## config.mk

```make
export PLATFORM = sky130hd
export DESIGN_NAME = s_block_writer
export DESIGN_NICKNAME = d
export VERILOG_FILES = /design/src/rtl/s_block_writer.sv
export SDC_FILE = /design/constraint.sdc
export NUM_CORES = 1
export LEC_CHECK = 0
export CORE_MARGIN = 2
export CORE_UTILIZATION = 54
export CTS_BUF_LIST = sky130_fd_sc_hd__clkbuf_2 sky130_fd_sc_hd__clkbuf_4 sky130_fd_sc_hd__clkbuf_8
export DETAILED_ROUTE_END_ITERATION = 8
export PLACE_DENSITY = 0.88
export SLEW_MARGIN = 10
export SYNTH_ARGS = -nofsm -noshare
export SYNTH_HDL_FRONTEND = slang
export SYNTH_SLANG_ARGS = --single-unit
```

## constraint.sdc

```tcl
create_clock -name CLOCK_50_I -period 7.95 [get_ports CLOCK_50_I]
set_input_delay 2.385 -clock CLOCK_50_I [delete_from_list [all_inputs] [get_ports CLOCK_50_I]]
set_output_delay 2.385 -clock CLOCK_50_I [all_outputs]
set_load 0.1 [all_outputs]
```

## src/rtl/s_block_writer.sv

```systemverilog
// s_block_writer: drains one 8x8 S block from the S dual-port RAM, clips
// each signed entry to an 8-bit pixel, packs horizontal pixel pairs into
// 16-bit words and writes the 32 words to SRAM at the block's frame position.
module s_block_writer #(
    parameter logic [17:0] BASE_ADDR     = 18'd0,
    parameter int          WORDS_PER_ROW = 160,
    parameter int          DATA_W        = 32
) (
    input  logic              CLOCK_50_I,
    input  logic              Resetn,
    input  logic              WS_start,
    output logic              WS_done,
    input  logic [4:0]        block_row,
    input  logic [5:0]        block_col,
    output logic [6:0]        S_read_address,
    input  logic [DATA_W-1:0] S_read_data,
    output logic [17:0]       SRAM_address,
    output logic [15:0]       SRAM_write_data,
    output logic              SRAM_we_n
);

    typedef enum logic [1:0] {
        S_WS_IDLE,
        S_WS_LI,
        S_WS_CC,
        S_WS_LO
    } ws_state_t;

    ws_state_t   state_q, state_d;
    logic [4:0]  row_q, row_d;
    logic [5:0]  col_q, col_d;
    logic [5:0]  rd_addr_q, rd_addr_d;
    logic        vld_p0_q, vld_p0_d;
    logic        vld_p1_q, vld_p1_d;
    logic [5:0]  samp_idx_q, samp_idx_d;
    logic [7:0]  hi_byte_q, hi_byte_d;
    logic [17:0] wr_addr_q, wr_addr_d;
    logic [15:0] wr_data_q, wr_data_d;
    logic        we_n_q, we_n_d;
    logic        done_q, done_d;

    // Saturate a signed S entry into the 0..255 pixel range.
    function automatic logic [7:0] clip_pixel(input logic signed [DATA_W-1:0] v);
        if (v[DATA_W-1]) begin
            return 8'd0;
        end else if (|v[DATA_W-2:8]) begin
            return 8'd255;
        end else begin
            return v[7:0];
        end
    endfunction

    // SRAM word address of packed word j (row j/4, word-in-row j%4) of the
    // latched block; wraps modulo 2^18 with no range check.
    function automatic logic [17:0] word_addr(input logic [4:0] row,
                                              input logic [5:0] col,
                                              input logic [4:0] j);
        logic [17:0] line;
        line = (18'(row) << 3) + 18'(j[4:2]);
        return BASE_ADDR + line * 18'(WORDS_PER_ROW) + (18'(col) << 2) + 18'(j[1:0]);
    endfunction

    // Next-state, read-address sequencing and the clip/pack datapath.
    always_comb begin
        state_d    = state_q;
        row_d      = row_q;
        col_d      = col_q;
        rd_addr_d  = rd_addr_q;
        vld_p0_d   = vld_p0_q;
        samp_idx_d = samp_idx_q;
        hi_byte_d  = hi_byte_q;
        wr_addr_d  = wr_addr_q;
        wr_data_d  = wr_data_q;
        we_n_d     = 1'b1;
        done_d     = 1'b0;

        // p0 -> p1: the RAM registers the address, so its data follows one cycle later
        vld_p1_d = vld_p0_q;

        case (state_q)
            S_WS_IDLE: begin
                rd_addr_d = 6'd0;
                vld_p0_d  = 1'b0;
                if (WS_start) begin
                    state_d    = S_WS_LI;
                    row_d      = block_row;
                    col_d      = block_col;
                    vld_p0_d   = 1'b1;
                    samp_idx_d = 6'd0;
                end
            end
            S_WS_LI, S_WS_CC: begin
                if (state_q == S_WS_LI) begin
                    state_d = S_WS_CC;
                end
                // Address stream runs 0..63 and then parks on 63.
                if (rd_addr_q != 6'd63) begin
                    rd_addr_d = rd_addr_q + 6'd1;
                    vld_p0_d  = 1'b1;
                end else begin
                    vld_p0_d  = 1'b0;
                end
                if (state_q == S_WS_CC && vld_p1_q && samp_idx_q == 6'd63) begin
                    state_d = S_WS_LO;
                end
            end
            S_WS_LO: begin
                state_d  = S_WS_IDLE;
                vld_p0_d = 1'b0;
                done_d   = 1'b1;
            end
            default: begin
                state_d = S_WS_IDLE;
            end
        endcase

        // p1 -> p2: even entries park in the high byte, odd entries complete a word
        if (vld_p1_q) begin
            samp_idx_d = samp_idx_q + 6'd1;
            if (!samp_idx_q[0]) begin
                hi_byte_d = clip_pixel(S_read_data);
            end else begin
                wr_data_d = {hi_byte_q, clip_pixel(S_read_data)};
                wr_addr_d = word_addr(row_q, col_q, samp_idx_q[5:1]);
                we_n_d    = 1'b0;
            end
        end
    end

    // Control state and registered outputs; reset aborts any block in flight.
    always_ff @(posedge CLOCK_50_I or negedge Resetn) begin
        if (!Resetn) begin
            state_q    <= S_WS_IDLE;
            row_q      <= 5'd0;
            col_q      <= 6'd0;
            rd_addr_q  <= 6'd0;
            vld_p0_q   <= 1'b0;
            vld_p1_q   <= 1'b0;
            samp_idx_q <= 6'd0;
            wr_addr_q  <= 18'd0;
            wr_data_q  <= 16'd0;
            we_n_q     <= 1'b1;
            done_q     <= 1'b0;
        end else begin
            state_q    <= state_d;
            row_q      <= row_d;
            col_q      <= col_d;
            rd_addr_q  <= rd_addr_d;
            vld_p0_q   <= vld_p0_d;
            vld_p1_q   <= vld_p1_d;
            samp_idx_q <= samp_idx_d;
            wr_addr_q  <= wr_addr_d;
            wr_data_q  <= wr_data_d;
            we_n_q     <= we_n_d;
            done_q     <= done_d;
        end
    end

    // High-byte holding register; always written before it is consumed.
    always_ff @(posedge CLOCK_50_I) begin
        hi_byte_q <= hi_byte_d;
    end

    assign WS_done         = done_q;
    assign S_read_address  = {1'b0, rd_addr_q};
    assign SRAM_address    = wr_addr_q;
    assign SRAM_write_data = wr_data_q;
    assign SRAM_we_n       = we_n_q;

endmodule

```

# Word level (Yosys, flattened, before mapping)
# Index checks and enable logic that the tools add are counted.
[totals]
output_inout_bits = 43
wordCells = 58
ff_bits = 71
inputBits = 46
[classes]
n_addsub = 5
bitwise = 1
n_eq_ne = 8
muxes = 17
reduce_logical = 14
multipliers = 1
[ops]
columns = ["op", "n"]
rows = [
  ["6-bit 2-to-1 mux", 4],
  ["23-bit OR reduction", 1],
  ["17-bit by 8-bit adder with 18-bit output", 1],
  ["18-bit by 2-bit adder with 18-bit output", 1],
  ["8-bit 2-to-1 mux", 2],
  ["6-bit by 1-bit adder with 6-bit output, second input constant", 2],
  ["9-bit by 3-bit multiplier with 12-bit output, second input constant", 1],
  ["6-bit case mux with 2 select lines", 1],
  ["2-bit AND reduction", 6],
  ["8-bit by 3-bit adder with 9-bit output", 1],
  ["6-bit == test, second input constant", 1],
  ["2-bit 2-to-1 mux", 3],
  ["6-bit inequality test, second input constant", 1],
  ["2-bit case mux with 3 select lines", 1],
  ["2-bit nonzero test", 3],
  ["1-bit 2-to-1 mux", 5],
  ["2-bit == test, second input constant", 2],
  ["2-bit inequality test, second input constant", 2],
  ["3-bit inequality test, second input constant", 1],
  ["1-bit case mux with 3 select lines", 1],
  ["2-bit by 1-bit == test with 1-bit output, second input constant", 1],
  ["1-bit logical AND", 2],
  ["2-bit logical NOT", 1],
  ["2-bit OR reduction", 1],
  ["1-bit NOT", 1],
]

# Logic depth before layout (Yosys ltp)
[logic_depth]
depth_word = 5
ltp_mapped = 9
depth_no_buf = 9

# Worst setup path before layout
# Ideal clock, no wire load.
[synth_path]
path_kind = "in2reg"
startpoint = "input port S_read_data[18]"
endpoint = "register hi_byte_q[0] (data pin)"
path_buffers = 0
cell_stages = 5
arrival_time_ns = 3.180
slack_ns = 4.504
t_required_ns = 7.684
path_cell_list = "nor4_1 > and4_1 > nand3_1 > nor2_1 > nor2_1"
[synth_between]
elab_chain_cells = 3
[synth_rtl]
columns = ["element", "line_no", "rtl"]
rows = [
  ["from (decl)", "16", "input logic [DATA_W-1:0] S_read_data,"],
  ["23-bit OR reduction", "46", "end else if (|v[DATA_W-2:8]) begin"],
  ["8-bit 2-to-1 mux", "46", ""],
  ["8-bit 2-to-1 mux", "-", ""],
  ["to (signal assigned)", "161", "hi_byte_q <= hi_byte_d;"],
  ["to (decl)", "36", "logic [7:0] hi_byte_q, hi_byte_d;"],
]
# No other way between the ends.
# A chain may end at the register's enable or synchronous reset.

# Final worst setup path
[layout_path]
startpoint = "register we_n_q, in the netlist SRAM_we_n"
endpoint = "output port SRAM_we_n"
[layout_lines]
columns = ["element", "line_no", "rtl"]
rows = [
  ["from (decl)", "39", "logic we_n_q, we_n_d;"],
  ["from (signal assigned)", "154", "we_n_q <= we_n_d;"],
  ["to (decl)", "19", "output logic SRAM_we_n"],
]
# No word-level cell between the ends.

==> flow_metrics.env <==
export IMPL_die_area_um2=6970
export IMPL_crit_required_ns=5.57
export IMPL_root_buffer="clkbuf_8"
export IMPL_path_clk_slew_ns=0.08
export IMPL_drive_gt1_share_pct=13.5
export IMPL_core_region_area_um2=6030
export IMPL_yosys_warnings=0
export IMPL_syn_inst=301
export IMPL_tightest_slew_ns=1.09
export IMPL_min_from="vld_p0_q"
export IMPL_synthFlopType="dfrtp_1"
export IMPL_syn_to_final_growth_pct=33.2
export IMPL_fmax_mhz=228
export IMPL_dpl_hpwl_mm=5.43
export IMPL_grt_total_usage_pct=22.6
export IMPL_async_flop_share_pct=88.6
export IMPL_cts_tree="done"
export IMPL_rsz0062_at_grt="no"
export IMPL_vias=2543
export IMPL_setup_tns_ns=0
export IMPL_first_iter_violations=136
export IMPL_cp_slowest_cell="clkdlybuf4s50_1"
export IMPL_yosysSeqAreaShare_pct=52.6
export IMPL_route_detailed_drc=0
export IMPL_critical_path_max_fanout=1
export IMPL_synth_edf_count=8
export IMPL_layout_nets=457
export IMPL_ios=89
export IMPL_die_y_um=83.5
export IMPL_final_common_cell="clkdlybuf4s50_1"
export IMPL_final_cell_mix="clkdlybuf4s50_1 (85), dfrtp_1 (61), nand2_1 (30), nor2_1 (27), mux2_2 (25)"
export IMPL_antenna_found_initial=0
export IMPL_viasPerCell=5.43
export IMPL_path_class="register to primary output"
export IMPL_diodes=0
export IMPL_finalClockSkew_ns=0.00959
export IMPL_grt_ovfl_total=0
export IMPL_cts_setup_buffers=0
export IMPL_ys_ff_latch=70
export IMPL_cts_sinks=70
export IMPL_die_w_um=83.5
export IMPL_clk_path_buf_depth=2
export IMPL_worstSkewPairLatency_ns=0.34
export IMPL_final_util_pct=75.4
export IMPL_slew_violations=0
export IMPL_drt_wl_total_mm=7.33
export IMPL_ff2ff_setup_slack_ns=5.06
export IMPL_firstDrtPassIters=4
export IMPL_port_buffers=86
export IMPL_cpPeakStageDelay_ns=1.12
export IMPL_min_path_cells=0
export IMPL_place_gp_congestion=0.795
export IMPL_synthesis_area_um2=3410
export IMPL_hold_path_class="register to register"
export IMPL_timing_critical_path_buf_inv=1
export IMPL_holdBufCountCts=0
export IMPL_maxCapViolCount=0
export IMPL_r2r_start="vld_p1_q"
export IMPL_initial_core_util_pct=56.6
export IMPL_critPathLaunchType="register"
export IMPL_hold_end="vld_p1_q"
export IMPL_r2r_end="SRAM_write_data[2]"
export IMPL_period_needed_ns=4.38
export IMPL_synthDistinctLibCells=47
export IMPL_rows=28
export IMPL_path_cells="clkdlybuf4s50_1"
export IMPL_antenna_left=0
export IMPL_syn_avg_cell_area_um2=11.3
export IMPL_post_cts_resize_count=0
export IMPL_grt_max_degree=63
export IMPL_wl_per_cell_um=15.7
export IMPL_grt_pass1_wl_mm=12.5
export IMPL_cts_htree_levels=3
export IMPL_slew_headroom_pct=26.8
export IMPL_finalSetupViolations=0
export IMPL_cp_end_kind="primary output"
export IMPL_finalHoldViolCount=0
export IMPL_cts_buffers=9
export IMPL_reg2regPathDepth=3
export IMPL_worstPathArrival_ns=1.99
export IMPL_final_period_utilization_pct=55.1
export IMPL_outcome="complete, no violations"
export IMPL_grt_pass1_vias=2614
export IMPL_critical_path_top_delay_family="buffers and inverters"
[Yosys cell counts, types with 2 or more instances]
cell      number  area share [%]
nor2_2         2            0.37
o21ai_0       17             2.5
a211oi_1       2            0.44
xnor2_1        7             1.8
inv_1          9            0.99
and4_1         2            0.51
dfrtp_1       61              45
mux2_2        25             8.3
nand3_1        9             1.3
ha_1          21             7.7
nor2_1        27             3.0
fa_1           2             1.2
edfxtp_1       8             7.0
xor2_1         7             1.8
a21oi_1        6            0.88
buf_1          3            0.33
buf_4          2            0.44
nand2_1       30             3.3
o31ai_1       10             2.2
clkbuf_1       7            0.77
nor4_1         5            0.92
a21o_1         2            0.44
o21ai_1        4            0.59
nor3_1         5            0.73
nor2b_1        5            0.92
and2_1         2            0.37
[logic make-up (layout without fill, tap and decap cells)]
kind of cell	after synthesis	count (layout)	share of synthesized area, %
and+or+nand+nor	94	94	13.8
DFF	70	70	52.6
AOI/OAI and AO/OA	52	52	9.76
muxes	25	25	8.25
adders and majority gates	23	23	8.88
buffers and inverters	21	112	2.53
xor gates and xnor gates	15	15	4.07
other	1	2	0.110
[routing by layer]
metal	share of wire, %	track usage [%]	wire [um]
met1	42	27.4	3070
met2	52	38.6	3780
met3	3.9	5.93	286
met4	2.6	9.24	190
met5	0	0	0
[worst max path at each step]
stage / from / to / slack (ns) / cells past startpoint
2_1_floorplan: S_read_data[18] / hi_byte_q[0] / 4.50 / 5
3_3_place_gp: S_read_data[18] / hi_byte_q[4] / 3.90 / 6
3_5_place_dp: S_read_data[18] / hi_byte_q[5] / 3.78 / 6
4_1_cts: SRAM_we_n / SRAM_we_n / 3.55 / 1
5_1_grt: rd_addr_q[4] / S_read_address[4] / 3.53 / 1
6_report: SRAM_we_n / SRAM_we_n / 3.57 / 1
[state kept, by name, indices dropped and copies added, names as in the netlist]
signal           count
SRAM_address        17
SRAM_we_n            1
SRAM_write_data     16
WS_done              1
col_q                6
hi_byte_q            8
rd_addr_q            6
row_q                5
samp_idx_q           6
state_q              2
vld_p0_q             1
vld_p1_q             1
[metrics by stage]
step / hold WS [ns] / std cells / cell area (um2) / worst slack (ns)
finish: 0.374 / 468 / 4540 / 3.57
global route: 0.371 / 468 / 4540 / 3.53
CTS: 0.376 / 468 / 4540 / 3.55
detailed placement: 0.345 / 452 / 4320 / 3.78
global placement: 0.335 / 452 / 4320 / 3.90
floorplan: 0.331 / 302 / 3410 / 4.50
[cell type report]
| class | count | area (um2) |
|---|---|---|
| Multi-Input combinational cell | 211 | 1540 |
| Clock buffer | 11 | 139 |
| Tap cell | 75 | 93.8 |
| Timing Repair Buffer | 87 | 863 |
| Sequential cell | 70 | 1790 |
| Inverter | 9 | 33.8 |
| Fill cell | 410 | 1480 |
| Clock inverter | 5 | 83.8 |
[worst reg2reg max path: cells and delay by family, from the launching register on]
family	cells	cell delay (ns)
and+or+nand+nor	1	0.57
DFF	1	0.53
AOI/OAI and AO/OA	1	0.62
buffers and inverters	1	1.05
Power is not shown: default switching activity piles up to over one toggle a cycle in this logic, so the estimate is an artifact.
==> variant 1, RTL diff (same settings) <==
The parameter `DATA_W` goes from 32 to 36.
--- a/src/rtl/s_block_writer.sv
+++ b/src/rtl/s_block_writer.sv
@@ -5,5 +5,5 @@
     parameter logic [17:0] BASE_ADDR     = 18'd0,
     parameter int          WORDS_PER_ROW = 160,
-    parameter int          DATA_W        = 32
+    parameter int          DATA_W        = 36
 ) (
     input  logic              CLOCK_50_I,
Ports: changed (resized S_read_data); port bits go from 89 to 93. No check against the original RTL was run, so the function may have changed too.
==> variant 1 against the unedited design <==
First-iteration DRC count increased by 21%; wire length about the same; die area decreased by 0.42%; sequential cell count unchanged; synthesized area decreased by 0.44%; worst setup slack got worse by 0.012 ns; global-route usage decreased by 0.21 points; final area decreased by 0.41%; largest cell class unchanged.
Power is left out: the tool's default activity adds up to more than one toggle a clock period on the data nets, which glitch-free logic cannot reach.
==> variant 1: results (changes against the unedited design) <==
* Register-to-Register Setup Slack: 5.05 ns (about the same)
- Area share of xor/xnor cells in the synthesized design: 3.35% (-0.72 points)
- Commonest register cell after synthesis: sky130_fd_sc_hd__dfrtp_1
* M1 wire length: 3.09 mm (+0.55%)
- The fraction of cell area in non-clock buffers is 20.0% (+0.96 points).
* Result of the run: finished clean
- Number of port buffers: 90 (+4.7%)
* Number of library cell types mapped by synthesis: 46 (-2.1%)
- Wire length of the first global-routing pass: 12.4 mm (-0.44%)
- The number of logic inverters in the finished layout was 8 (-1).
* Vias in the first global route: 2716 (+3.9%)
* Top cells by instance count after synthesis: sky130_fd_sc_hd__dfrtp_1 (61), sky130_fd_sc_hd__nand2_1 (36), sky130_fd_sc_hd__nor2_1 (28), sky130_fd_sc_hd__mux2_2 (25), sky130_fd_sc_hd__ha_1 (21)
- The net count of the finished layout came to 471 (+3.1%).
- Final weighted congestion in routability-driven placement: 0.831 (+4.5%)
- Fraction of layout cells with a size suffix above 1: 11.4% (-2.1 points)
* WL final: 7.32 mm (about the same)
* Least-Margin Pin Slew: 1.06 ns (-0.0338 ns)
- Critical R2R Capture: SRAM_address[2]$_DFFE_PN0P_
* Main area contributors after synthesis: sky130_fd_sc_hd__dfrtp_1 (45%), sky130_fd_sc_hd__mux2_2 (8.3%), sky130_fd_sc_hd__ha_1 (7.7%), sky130_fd_sc_hd__edfxtp_1 (7.1%), sky130_fd_sc_hd__nand2_1 (4.0%)
- The overall global routing resource usage was 22.4% (-0.21 points).
* Share of the final layout cell area in multi-input gates: 33.7% (-0.11 points)
- Initial DRC Count: 164 (+21%)
- The clock buffer count in the final layout was 11 (unchanged).
- The area taken by flip-flops and latches was 1790 um2 (unchanged).
- Met3 wire length: 304 um (+6.3%)
- The count of multi-input gates was 218 (+3.3%).
* Area share of fa/ha/maj cells after synthesis: 8.92% (+0.039 points)
- Filler Cells Inserted: 390 (-4.9%)
- The register area share after synthesis is 52.8% (+0.23 points).
- Compound-cell area share of the yosys netlist: 10.1% (+0.34 points)
* Clk_skew: 0.00713 ns (-0.00246 ns)
* Proportion of synthesized area in mux cells: 8.59% (+0.33 points)
- The half-perimeter wire length after detailed placement was 5.42 mm (-0.16%).
- Met2 wirelength from detailed routing: 3.67 mm (-2.8%)
- The area fraction of clock buffers and clock inverters came to 3.96% (-0.95 points).
* Non-clock buffer total of the final layout: 91 (+4.6%)
==> variant 1: cell types whose count changed in the layout (fill, tap and decap cells not counted), sizes merged, moves of 2 or more <==
cell	delta
nand2	+5
clkdlybuf4s50	+4
a21oi	+2
bufinv	-2
clkinv	+2
nand3	-2
xnor2	-2
==> variant 1: through the flow <==
step	hold slack [ns]	cell area, um2	std cells	worst slack [ns]	utilization, %
floorplan	0.331	3400	308	4.45	-
global placement	0.335	4340	462	3.80	72.5
detailed placement	0.357	4340	462	3.63	72.5
CTS	0.377	4520	478	3.55	75.5
global route	0.379	4520	478	3.53	75.5
finish	0.365	4520	478	3.56	75.5
==> variant 1: metal layers <==
layer | vias to the layer above | global-route usage, %
met1 | 1251 | 26.2
met4 | 0 | 12.1
met5 | - | 0
met2 | 78 | 37.9
met3 | 21 | 5.57
li1 | 1268 | -
==> variant 2, RTL diff (same settings) <==
Without the edit above. Take the reset off `wr_addr_q` and load it in a clocked block of its own.
--- a/src/rtl/s_block_writer.sv
+++ b/src/rtl/s_block_writer.sv
@@ -138,5 +138,4 @@
             vld_p1_q   <= 1'b0;
             samp_idx_q <= 6'd0;
-            wr_addr_q  <= 18'd0;
             wr_data_q  <= 16'd0;
             we_n_q     <= 1'b1;
@@ -150,9 +149,12 @@
             vld_p1_q   <= vld_p1_d;
             samp_idx_q <= samp_idx_d;
-            wr_addr_q  <= wr_addr_d;
             wr_data_q  <= wr_data_d;
             we_n_q     <= we_n_d;
             done_q     <= done_d;
         end
+    end
+
+    always_ff @(posedge CLOCK_50_I) begin
+        wr_addr_q <= wr_addr_d;
     end
 
Function: differs if Resetn is asserted again (counterexample within 10 cycles, from zero or initial values and one cycle with Resetn low); with Resetn held inactive, the same outputs for 10 cycles.
==> variant 2 against the unedited design <==
Clock skew up 0.0015 ns; register-to-register slack improved by 0.02 ns; worst setup slack gained 0.013 ns; non-clock buffer count shrank 1; first-iteration DRC count shrank 23%; largest cell class unchanged; sequential cell count did not move; final area down 1.5%; synthesized area shrank 2.9%; wire length fell by 11%.
Power is left out: the tool's default activity adds up to more than one toggle a clock period on the data nets, which glitch-free logic cannot reach.
==> variant 2: results (changes against the unedited design) <==
- The worst slew margin relative to its limit came to 33.4% (+6.6 points).
- The maximum buffer depth of the clock tree was 2 (unchanged).
- Worst min-delay path startpoint: vld_p0_q$_DFF_PN0_
* Cell count of the worst reg-to-reg path: 9 (+6)
- Clock-pin slew was measured on the worst setup and hold paths at approximately 0.07 ns.
- Cell count of the worst hold path: 0 (unchanged)
- The weighted congestion at the end of routability-driven global placement is 0.783 (-1.5%).
* Vias after detailed routing: 2356 (-7.4%)
* Async set-or-reset flop fraction in the synthesized netlist: 64.3% (-24 points)
* Result of the run: finished clean
- The slowest stage of the critical path belongs to the cell sky130_fd_sc_hd__clkdlybuf4s50_1.
- The register area share after synthesis came to 56.7% (+4.2 points).
- The number of flip-flops under the largest register name came to 17 (unchanged).
* Cell area after placement: 4230 um2 (-2.1%)
* Antenna violations before repair: 0 (unchanged)
- The startpoint identified for the worst register-to-register timing path is samp_idx_q[4]$_DFFE_PN0P_.
- Total setup buffers inserted after CTS: 0 (unchanged)
- The path class of the tightest hold or removal check is flop to flop.
- Max Fanout on Critical Path: 1 (unchanged)
- The number of buffers added by the clock tree synthesis step was 9 (unchanged).
- The half-perimeter wire length after detailed placement is 4.73 mm (-13%).
- Wire length of the first global-routing pass: 10.7 mm (-14%)
- The overall global routing resource usage was 21.3% (-1.3 points).
- Filler Cells Inserted: 379 (-7.6%)
* Largest incremental delay on the critical path: 1.12 ns (about the same)
- Arrival time at the worst endpoint: about 2.0 ns
- Post-cts repair resize count: 0 (unchanged)
* Number of library cell types mapped by synthesis: 46 (-2.1%)
* Fraction of layout cells with a size suffix above 1: 12.1% (-1.4 points)
* Main area contributors after synthesis: sky130_fd_sc_hd__dfrtp_1 (33%), sky130_fd_sc_hd__edfxtp_1 (23%), sky130_fd_sc_hd__ha_1 (7.9%), sky130_fd_sc_hd__mux2_2 (6.5%), sky130_fd_sc_hd__nor2_1 (3.1%)
* Hold Path End: vld_p1_q$_DFF_PN0_
* Dominant delay contributor by cell family on the critical path: buffers and inverters
* Number of flops mapped to enable cells by yosys: 25 (+17)
* Clk_skew: 0.0111 ns (+0.00153 ns)
* Critical R2R Capture: SRAM_address[15]$_DFFE_PP_
- The post-detailed-route wirelength per cell is 14.8 um (-5.3%).
* Register-to-Register Setup Slack: 5.08 ns (+0.02 ns)
- The detailed-routing iteration count for the pre-antenna-repair pass was 4 (unchanged).
- The count of input and output buffers was 86 (unchanged).
- Critical path launch point: SRAM_we_n$_DFF_PN1_
- Largest net degree at the start of global routing: 46 (-27%)
- By count the netlist is led by sky130_fd_sc_hd__dfrtp_1 (44), sky130_fd_sc_hd__nor2_1 (27), sky130_fd_sc_hd__edfxtp_1 (25), sky130_fd_sc_hd__ha_1 (21).
- Initial DRC Count: 105 (-23%)
* N_diodes: 0 (unchanged)
- The number of synthesis warnings was 0 (unchanged).
- Buffer type at the clock tree root: sky130_fd_sc_hd__clkbuf_8
- The net count of the finished layout came to 429 (-6.1%).
- Clock Latency Late Sink: 0.34 ns (about the same)
## variant 2: cell types whose count changed after synthesis, sizes merged, moves of 2 or more
cell    unedited run  this run
buf                5         3
o21ai             21        13
edfxtp             8        25
nand2             31        19
a211oi             3         1
dfrtp             61        44
xnor2              7        10
and2               2         0
mux2              25        19
## variant 2: area by class of cell
cell class | instances | area (um2) | area share [%]
flip-flops and latches | 70 | 1880 | 42.0
inverters | 10 | 37.5 | 0.839
well taps | 75 | 93.8 | 2.10
clock buffers | 9 | 124 | 2.77
repair buffers | 86 | 856 | 19.1
clock inverters | 7 | 121 | 2.71
multi-input cells | 183 | 1360 | 30.4
## variant 2: metrics by stage
| step | setup WS (ns) | utilization, % | hold slack (ns) | std cells |
|---|---|---|---|---|
| after floorplan | 4.50 | - | 0.331 | 272 |
| after global placement | 3.91 | 71.4 | 0.335 | 424 |
| after detailed placement | 3.81 | 71.4 | 0.336 | 424 |
| after CTS | 3.57 | 75.5 | 0.352 | 440 |
| after global routing | 3.55 | 75.5 | 0.359 | 440 |
| final | 3.59 | 75.5 | 0.349 | 440 |
## variant 2: how the worst max path moves through the flow
stage,end,slack [ns],depth (start not counted)
after floorplan,hi_byte_q[0]$_DFFE_PP_,4.50,5
after global placement,hi_byte_q[6]$_DFFE_PP_,3.91,6
after global routing,SRAM_we_n,3.55,1
after detailed placement,hi_byte_q[6]$_DFFE_PP_,3.81,6
final,SRAM_we_n,3.59,1
after CTS,SRAM_we_n,3.57,1
## variant 2: worst reg2reg max path, delay by kind of cell, from the launching register on
family | cells | cell delay, ns
compound gates | 1 | 0.39
fa+ha+maj | 3 | 0.97
flops | 1 | 0.48
simple gates | 5 | 0.90
## variant 2: cells by family after synthesis
group | Yosys count | share of synthesized area (%)
mux | 19 | 6.46
xor+xnor | 17 | 4.95
compound gates | 43 | 8.84
buf+inv | 19 | 2.38
simple gates | 78 | 11.4
flops | 70 | 56.7
fa+ha+maj | 23 | 9.15
other cells | 1 | 0.113
## variant 2: per-layer routing
layer / share of wire [%] / track usage, % / up-vias / wire length, um
met1: 41 / 26.7 / 1125 / 2710
li1: - / - / 1144 / -
met2: 50 / 34.2 / 76 / 3260
met3: 6.6 / 6.41 / 11 / 433
met4: 2.0 / 9.50 / 0 / 128
met5: 0 / 0 / - / 0
